File: config.mk
export PLATFORM = sky130hd
export DESIGN_NAME = opread_unit
export DESIGN_NICKNAME = d
export VERILOG_FILES = /design/src/rtl/npc_pkg.sv /design/src/rtl/csr_index_decode.sv /design/src/rtl/opread_unit.sv
export SDC_FILE = /design/constraint.sdc
export NUM_CORES = 1
export LEC_CHECK = 0
export BUFFER_PORTS_ARGS = -buffer_cell sky130_fd_sc_hd__buf_2
export CORE_AREA = 2 2 500 502
export CTS_CLUSTER_DIAMETER = 30
export CTS_CLUSTER_SIZE = 25
export DETAILED_ROUTE_END_ITERATION = 6
export DIE_AREA = 0 0 502 504
export SYNTH_ARGS = -nofsm -noshare
export SYNTH_HDL_FRONTEND = slang
export SYNTH_SLANG_ARGS = --single-unit
File: constraint.sdc
create_clock -name clk -period 3.3 [get_ports clk]
set_clock_uncertainty 0.2 [all_clocks]
set_input_delay 0.66 -clock clk [delete_from_list [all_inputs] [get_ports clk]]
set_output_delay 0.66 -clock clk [all_outputs]
set_load 0.01 [all_outputs]
File: src/rtl/npc_pkg.sv
// Shared NPC core definitions: CSR address map, CSR array indices and the
// operand-read stage state encoding.
package npc_pkg;

    localparam int XLEN   = 32;
    localparam int NREG   = 32;
    localparam int REG_AW = 5;

    localparam logic [11:0] CSR_ADDR_MSTATUS = 12'h300;
    localparam logic [11:0] CSR_ADDR_MTVEC   = 12'h305;
    localparam logic [11:0] CSR_ADDR_MEPC    = 12'h341;
    localparam logic [11:0] CSR_ADDR_MCAUSE  = 12'h342;

    // Positions in the CSR array; the WBU writes using the same indices.
    localparam logic [1:0] CSR_IDX_MEPC    = 2'd0;
    localparam logic [1:0] CSR_IDX_MSTATUS = 2'd1;
    localparam logic [1:0] CSR_IDX_MCAUSE  = 2'd2;
    localparam logic [1:0] CSR_IDX_MTVEC   = 2'd3;

    typedef enum logic [1:0] {
        ST_IDLE = 2'd0,
        ST_READ = 2'd1,
        ST_HOLD = 2'd2
    } opread_state_e;

endpackage

File: src/rtl/csr_index_decode.sv
// Maps a 12-bit CSR address onto the 2-bit CSR array index; unmapped
// addresses decode to index 0 with the illegal flag raised.
module csr_index_decode
    import npc_pkg::*;
(
    input  logic [11:0] addr,
    output logic [1:0]  idx,
    output logic        illegal
);

    always_comb begin
        idx     = CSR_IDX_MEPC;
        illegal = 1'b0;
        case (addr)
            CSR_ADDR_MSTATUS: idx = CSR_IDX_MSTATUS;
            CSR_ADDR_MTVEC:   idx = CSR_IDX_MTVEC;
            CSR_ADDR_MEPC:    idx = CSR_IDX_MEPC;
            CSR_ADDR_MCAUSE:  idx = CSR_IDX_MCAUSE;
            default:          illegal = 1'b1;
        endcase
    end

endmodule

File: src/rtl/opread_unit.sv
// Operand-read stage: accepts one decoded instruction, waits on the GPR busy
// scoreboard, then registers GPR/CSR operands for the EXU.
module opread_unit
    import npc_pkg::*;
(
    input  logic                       clk,
    input  logic                       rst,
    input  logic                       in_valid,
    output logic                       in_ready,
    input  logic [REG_AW-1:0]          in_rs1,
    input  logic [REG_AW-1:0]          in_rs2,
    input  logic [REG_AW-1:0]          in_rd,
    input  logic                       in_rd_wen,
    input  logic                       in_csr_ren,
    input  logic [11:0]                in_csr_addr,
    input  logic [NREG-1:0][XLEN-1:0]  rf_rdata,
    input  logic [3:0][XLEN-1:0]       csr_rdata,
    input  logic                       wb_valid,
    input  logic [REG_AW-1:0]          wb_rd,
    output logic                       out_valid,
    input  logic                       out_ready,
    output logic [XLEN-1:0]            out_rs1_val,
    output logic [XLEN-1:0]            out_rs2_val,
    output logic [XLEN-1:0]            out_csr_val,
    output logic [REG_AW-1:0]          out_rd,
    output logic                       out_rd_wen,
    output logic [1:0]                 out_csr_idx,
    output logic                       out_csr_illegal
);

    opread_state_e state_reg, state_next;

    logic [REG_AW-1:0] rs1_reg, rs2_reg, rd_reg;
    logic              rd_wen_reg, csr_ren_reg;
    logic [11:0]       csr_addr_reg;

    logic [NREG-1:1]   busy_reg;
    logic [NREG-1:0]   busy_vec;

    logic              accept, hazard, read_fire;
    logic [1:0]        dec_idx;
    logic              dec_illegal;
    logic [XLEN-1:0]   rs1_val_next, rs2_val_next, csr_val_next;

    assign in_ready  = (state_reg == ST_IDLE) && !rst;
    assign accept    = in_valid && in_ready;
    assign out_valid = (state_reg == ST_HOLD);
    assign busy_vec  = {busy_reg, 1'b0};

    assign hazard = ((rs1_reg != '0) && busy_vec[rs1_reg]) ||
                    ((rs2_reg != '0) && busy_vec[rs2_reg]) ||
                    (rd_wen_reg && (rd_reg != '0) && busy_vec[rd_reg]);
    assign read_fire = (state_reg == ST_READ) && !hazard;

    always_ff @(posedge clk) begin
        if (rst) begin
            state_reg <= ST_IDLE;
        end else begin
            state_reg <= state_next;
        end
    end

    always_comb begin
        state_next = state_reg;
        case (state_reg)
            ST_IDLE: if (accept)    state_next = ST_READ;
            ST_READ: if (!hazard)   state_next = ST_HOLD;
            ST_HOLD: if (out_ready) state_next = ST_IDLE;
            default:                state_next = ST_IDLE;
        endcase
    end

    always_ff @(posedge clk) begin
        if (rst) begin
            rs1_reg      <= '0;
            rs2_reg      <= '0;
            rd_reg       <= '0;
            rd_wen_reg   <= 1'b0;
            csr_ren_reg  <= 1'b0;
            csr_addr_reg <= '0;
        end else if (accept) begin
            rs1_reg      <= in_rs1;
            rs2_reg      <= in_rs2;
            rd_reg       <= in_rd;
            rd_wen_reg   <= in_rd_wen;
            csr_ren_reg  <= in_csr_ren;
            csr_addr_reg <= in_csr_addr;
        end
    end

    csr_index_decode u_csr_dec (
        .addr    (csr_addr_reg),
        .idx     (dec_idx),
        .illegal (dec_illegal)
    );

    // x0 reads as zero no matter what the register array presents.
    assign rs1_val_next = (rs1_reg == '0) ? '0 : rf_rdata[rs1_reg];
    assign rs2_val_next = (rs2_reg == '0) ? '0 : rf_rdata[rs2_reg];
    assign csr_val_next = (csr_ren_reg && !dec_illegal) ? csr_rdata[dec_idx] : '0;

    always_ff @(posedge clk) begin
        if (rst) begin
            out_rs1_val     <= '0;
            out_rs2_val     <= '0;
            out_csr_val     <= '0;
            out_rd          <= '0;
            out_rd_wen      <= 1'b0;
            out_csr_idx     <= '0;
            out_csr_illegal <= 1'b0;
        end else if (read_fire) begin
            out_rs1_val     <= rs1_val_next;
            out_rs2_val     <= rs2_val_next;
            out_csr_val     <= csr_val_next;
            out_rd          <= rd_reg;
            out_rd_wen      <= rd_wen_reg;
            out_csr_idx     <= csr_ren_reg ? dec_idx : CSR_IDX_MEPC;
            out_csr_illegal <= csr_ren_reg && dec_illegal;
        end
    end

    // Scoreboard: a set from this stage beats a same-cycle WBU retirement.
    generate
        for (genvar gi = 1; gi < NREG; gi++) begin : g_busy
            always_ff @(posedge clk) begin
                if (rst) begin
                    busy_reg[gi] <= 1'b0;
                end else if (read_fire && rd_wen_reg && (rd_reg == REG_AW'(gi))) begin
                    busy_reg[gi] <= 1'b1;
                end else if (wb_valid && (wb_rd == REG_AW'(gi))) begin
                    busy_reg[gi] <= 1'b0;
                end
            end
        end
    endgenerate

endmodule

==> flow_summary.json, run 1 <==
{
  "postCtsHoldBufs": 0,
  "drtIter0Drc": 3248,
  "slowest_stage": "mux4_2",
  "regArea_um2": 3374,
  "multiInputGateArea_um2": 19910,
  "h-tree-depth": 4,
  "top_layer_used": "met5",
  "cp_common_cell": "mux4_2",
  "fin_cells": 6788,
  "drt-total-wl_mm": 273.8,
  "synth_top_area_frac": 0.5551,
  "required_ns": 3.52,
  "holdWs_ns": 0.1571,
  "grt_pass1_wl_mm": 335.0,
  "synth-seq-area-share": 0.1380,
  "dr.pass1.iters": 5,
  "dpl.hpwl_mm": 243.7,
  "final_util": 0.1498,
  "worstSetupPathType": "reg2reg",
  "io_buffers": 1297,
  "yosysTopAreaCell": "mux4_2",
  "tightest_slew_ns": 1.091,
  "route.vias.total": 29310,
  "synth_seq_cells": 167,
  "hold_viol": 0,
  "syn_area_per_cell_um2": 12.25,
  "fillers": 27950,
  "min-delay-path-class": "in2reg",
  "numCtsBuffers": 17,
  "place.gp.congestion": 1.025,
  "root_buffer": "clkbuf_16",
  "nNetsFinal": 4420,
  "row_count": 183,
  "syn_to_final_growth_pct": 53.03,
  "arrival_ns": 3.43,
  "wl_met1_mm": 92.18,
  "path_depth": 7,
  "ys.flop_type": "dfxtp_1",
  "synth_edf_count": 0,
  "finalPower_mw": 10.17,
  "drc_errors": 0,
  "initial_core_util": 0.09786,
  "fmax_ghz": 0.3119,
  "max_slew_margin": 0.2726,
  "synth_cell_types": 50,
  "cts_sinks": 167,
  "routed_via_density": 4.317,
  "largestRegisters": "out_csr_val x32, out_rs1_val x32, out_rs2_val x32",
  "wl_per_cell_um": 40.33,
  "critPathMaxFanout": 31,
  "slew_viol_final": 0,
  "fin_crit_sh": 0.9717,
  "drive_gt1_frac": 0.6706,
  "clk_latency_ns": 0.54,
  "synthesis.area_um2": 24220,
  "cts_tree": "yes",
  "die-area_um2": 253000,
  "fin_crit_ns": 3.206,
  "powerDensity_nw_per_um2": 274.3,
  "holdPathStages": 3,
  "rsz0062_at_grt": "no",
  "core_um2": 247500,
  "p_leak_nw": 13.61,
  "wl_met3_mm": 23.62,
  "gr-usage-all-layers": 0.2086,
  "ir_worst_vdd_mv": 0.3360,
  "drv_cap": 0,
  "synthArstFlopShare": 0,
  "critPathMaxStageDelay_ns": 0.66,
  "tns_ns": 0,
  "grt_overflow": 0,
  "fp.dieH_um": 504,
  "path_delay_family": "multiplexers",
  "dp_cells": 6535,
  "cp-end-kind": "flip-flop",
  "cp.buffers_inverters": 2,
  "path_clk_slew_ns": 0.10,
  "route.met2.wl_mm": 135.4,
  "setup_viol": 0,
  "outcome": "finished clean",
  "clk_path_buf_depth": 2,
  "ys_warn_count": 0,
  "grt_max_degree": 73,
  "antenna_found_initial": 332,
  "syn_inst": 1977,
  "reg2reg_depth": 7,
  "syn_nets": 3168,
  "drtAntennaViolNets": 0,
  "die_w_um": 502,
  "ios": 1298,
  "synthTopCellsByArea": "mux4_2, dfxtp_1, mux2i_1, nand2_1, clkbuf_1",
  "grt_pass1_vias": 29070,
  "crit_chain": "buf_12, buf_4, mux4_2, mux4_2, mux2_2, nand2_1, mux2i_1",
  "critPathLaunchType": "flip-flop"
}
synthesized netlist by cell type (all sizes together) (2+ instances only):
cell,n
nor4,4
a211oi,9
dfxtp,167
inv,3
nand2b,25
nor2,14
o311ai,6
o31ai,2
nand4,6
mux2,36
nor3,14
a311oi,3
nand2,297
nor2b,11
o21ai,47
a221oi,32
and2,5
mux2i,228
a22oi,21
a21oi,36
a31oi,9
clkbuf,150
nor4bb,3
o211ai,30
mux4,597
o22ai,32
a211o,32
buf,99
nand3,38
o41ai,3
clkinv,2
nand3b,2
metrics by stage:
step / area [um2] / setup slack (ns)
4_1_cts: 36520 / 0.01016
5_1_grt: 36880 / 0.003047
3_5_place_dp: 35770 / -0.4222
2_1_floorplan: 24220 / 0.1183
6_report: 37070 / 0.09350
3_3_place_gp: 35770 / -0.4755
power by group:
group	leakage, nW	internal (mW)	switching [mW]
sequential	1.36	2.07	0.103
clock	0.327	1.30	1.28
combinational	11.9	2.34	3.08
total	13.6	5.71	4.46
cells by family after synthesis:
kind of cell,count (synthesis),share of synthesized area
flops,167,0.1380
buf+inv,254,0.04241
simple gates,424,0.07562
compound gates,269,0.07717
xor+xnor,2,0.0007233
mux,861,0.6660
per-layer routing:
metal	global-route usage	vias up
li1	-	11150
met5	0	-
met2	0.3635	2362
met1	0.2160	14970
met4	0.1385	116
met3	0.06115	711
area by class of cell:
cell class / count / share of cell area
multi-input cells: 1556 / 0.5372
repair buffers: 1482 / 0.2259
well taps: 3330 / 0.1124
flip-flops and latches: 167 / 0.09104
diodes: 216 / 0.01458
clock buffers: 19 / 0.01252
clock inverters: 13 / 0.005401
inverters: 5 / 0.0008776
placed cells by master (no fill, tap or decap), types with 8 or more instances in the layout:
cell / Yosys / layout
a211oi_1: 9 / 9
a21oi_1: 36 / 34
a22oi_1: 21 / 21
dfxtp_1: 167 / 158
o22ai_1: 32 / 32
nor3_1: 14 / 14
dfxtp_4: 0 / 8
o21ai_0: 47 / 41
nand2_1: 297 / 297
nor2_1: 14 / 14
nand2b_1: 25 / 25
mux2_2: 36 / 36
buf_12: 0 / 37
nand3_1: 38 / 34
mux4_2: 597 / 597
a221oi_1: 32 / 32
nor2b_1: 11 / 9
mux2i_1: 228 / 228
a31oi_1: 9 / 9
clkbuf_16: 0 / 18
buf_2: 44 / 1297
diode_2: 0 / 216
o211ai_1: 30 / 30
a211o_1: 32 / 32
buf_4: 1 / 144
worst paths after layout:
path | from | slack [ns] | endpoint
min | in_rs1[4] | 0.16 | rs1_reg[4]
min reg2reg | csr_addr_reg[8] | 0.25 | csr_addr_reg[8]
max reg2reg | rs2_reg[0] | 0.09 | out_rs2_val[13]
max | rs2_reg[0] | 0.09 | out_rs2_val[13]
tightest hold or removal path, stage by stage:
cell,delay (ns)
buf_2,0.10
nand2_1,0.05
a21oi_1,0.05
timing repair:
action	in CTS	in global routing
endpoints found under the setup margin	8	3
resized for setup	8	2
setup buffers	5	0
pin swaps	0	0
Note: power is estimated with default switching activity, not from simulation.
==> run 2: changes to the inputs <==
--- a/config.mk
+++ b/config.mk
@@ -13,4 +13,5 @@
 export DIE_AREA = 0 0 502 504
 export SYNTH_ARGS = -nofsm -noshare
 export SYNTH_HDL_FRONTEND = slang
+export SYNTH_HIERARCHICAL = 1
 export SYNTH_SLANG_ARGS = --single-unit
==> flow_summary.json, run 2 <==
{
  "io_buffers": 1297,
  "worstSetupPathType": "reg2reg",
  "arrival_ns": 3.46,
  "syn_area_per_cell_um2": 13.84,
  "setup_viol": 0,
  "grt_max_degree": 59,
  "syn_nets": 2937,
  "nNetsFinal": 4156,
  "wl_per_cell_um": 35.52,
  "syn_inst": 1746,
  "yosysTopAreaCell": "mux4_2",
  "violations": "design-rule violations",
  "min-delay-path-class": "in2reg",
  "holdWs_ns": 0.1343,
  "worstHoldStart": "in_rs2[2]",
  "core_um2": 247500,
  "path_clk_slew_ns": 0.10,
  "r2r_start": "rs1_reg[0]",
  "ios": 1298,
  "grt_pass1_vias": 27150,
  "tns_ns": 0,
  "post_cts_buffers": 0,
  "required_ns": 3.54,
  "r2r_end": "out_rs1_val[1]",
  "hold_end": "rs2_reg[2]",
  "final_common_cell": "buf_2",
  "dr.pass1.iters": 7,
  "ys_top_cells_by_count": "mux4_2, nand2_1, dfxtp_1, mux2i_1, clkbuf_1",
  "fp.dieH_um": 504,
  "hold_viol": 0,
  "ctsResizeCount": 0,
  "reg2reg_depth": 7,
  "fin_crit_sh": 0.9754,
  "drv_cap": 0,
  "drtAntennaViolNets": 0,
  "critPathMaxFanout": 30,
  "critPathLaunchType": "flip-flop",
  "initial_core_util": 0.09760,
  "path_delay_family": "multiplexers",
  "rsz0062_at_grt": "no",
  "synthTopCellsByArea": "mux4_2, dfxtp_1, mux2i_1, nand2_1, mux2_2",
  "cp-end-kind": "flip-flop",
  "routed_via_density": 4.297,
  "postCtsHoldBufs": 0,
  "slowest_stage": "mux4_2",
  "max_slew_margin": 0.5011,
  "largestRegisters": "out_csr_val x32, out_rs1_val x32, out_rs2_val x32",
  "holdPathStages": 3,
  "syn_to_final_growth_pct": 50.97,
  "drive_gt1_frac": 0.7565,
  "clk_latency_ns": 0.56,
  "grt_pass1_wl_mm": 286.5,
  "dpl.hpwl_mm": 203.0,
  "cp.buffers_inverters": 2,
  "synthesis.area_um2": 24160,
  "ys.flop_type": "dfxtp_1",
  "tightest_slew_ns": 0.7483,
  "h-tree-depth": 4,
  "synth_edf_count": 0,
  "clk_path_buf_depth": 2,
  "synth_top_area_frac": 0.6442,
  "route.vias.total": 27930,
  "cts_sinks": 167,
  "numCtsBuffers": 17,
  "ir_worst_vdd_mv": 0.3456,
  "die_w_um": 502,
  "die-area_um2": 253000,
  "layout_common_cells": "buf_2, mux4_2, nand2_1",
  "r2r_setup_slack_ns": 0.08,
  "cp_common_cell": "mux4_2",
  "synth_seq_cells": 167,
  "powerDensity_nw_per_um2": 260.9,
  "synthArstFlopShare": 0,
  "cts_tree": "yes",
  "crit_chain": "buf_12, buf_4, mux4_2, mux4_2, mux2_2, nand2_1, mux2i_1",
  "slew_viol_final": 0,
  "antenna_found_initial": 338,
  "crit_start": "rs1_reg[0]",
  "synth_cell_types": 47,
  "fmax_ghz": 0.3107,
  "p_leak_nw": 12.93,
  "synth-seq-area-share": 0.1384,
  "row_count": 183,
  "drtIter0Drc": 3626,
  "place.gp.congestion": 1.173,
  "drt-total-wl_mm": 230.9,
  "drc_errors": 41,
  "ys_warn_count": 6,
  "synth_most_common_cell": "mux4_2",
  "gr-usage-all-layers": 0.1755,
  "outcome": "complete, but fails checks",
  "grt_overflow": 0,
  "critPathMaxStageDelay_ns": 0.66,
  "fin_crit_ns": 3.219,
  "root_buffer": "clkbuf_16"
}
-- run 2: worst reg2reg max path, stage by stage, from the launching register on --
cell	delay (ns)
dfxtp_4	0.47
buf_12	0.27
buf_4	0.43
mux4_2	0.67
mux4_2	0.61
mux2_2	0.32
nand2_1	0.07
mux2i_1	0.07
-- run 2: cell families (layout without fill, tap and decap cells) --
logic type / after synthesis / in the layout / share of synthesized area
XOR/XNOR: 2 / 2 / 0.0007253
buffers and inverters: 233 / 1465 / 0.04382
AO/OA/AOI/OAI: 111 / 111 / 0.03144
other: 0 / 192 / 0
AND/OR/NAND/NOR: 368 / 368 / 0.06578
multiplexers: 865 / 865 / 0.7198
flip-flops: 167 / 167 / 0.1384
-- run 2: through the flow --
stage               std cells  power (mW)  area, um2  setup WS, ns    util
global route             6425       9.895      36280       0.02583  0.1466
detailed placement       6276       7.105      35370        0.1415  0.1429
floorplan                1746       4.635      24160        0.5591       -
CTS                      6308       9.663      35990       0.09933  0.1454
global placement         6276       7.029      35370        0.1494  0.1429
finish                   6500       9.515      36470       0.08116  0.1473
-- run 2: metal layers --
metal | vias up | GRT usage | wire length (um)
li1 | 10260 | - | -
met1 | 13960 | 0.1838 | 77430
met2 | 2743 | 0.2587 | 98110
met3 | 787 | 0.1122 | 37340
met4 | 180 | 0.1124 | 16690
met5 | - | 0.006091 | 1311
-- run 2: cell type report --
class | count | area [um2]
antenna | 192 | 480.5
clock buffer | 17 | 425.4
clock inverter | 15 | 190.2
fill | 27710 | 211000
inverter | 3 | 16.27
multi-input combinational | 1346 | 19810
sequential | 167 | 3382
tap | 3330 | 4167
timing repair buffer | 1430 | 8003
-- run 2: worst max path at each step --
stage                       to  slack (ns)  cells past startpoint
2_1_floorplan  out_csr_val[10]        0.56                      8
3_3_place_gp   out_rs1_val[23]        0.15                      7
3_5_place_dp    out_rs1_val[1]        0.14                      7
4_1_cts         out_rs1_val[1]         0.1                      7
5_1_grt         out_rs1_val[1]        0.03                      7
6_report        out_rs1_val[1]        0.08                      7
-- run 2: where the power goes --
part	total [mW]	switching, mW	internal, mW
Sequential	2.21	0.130	2.08
Combinational	4.85	2.48	2.37
Clock	2.45	1.41	1.04
Total	9.51	4.02	5.49
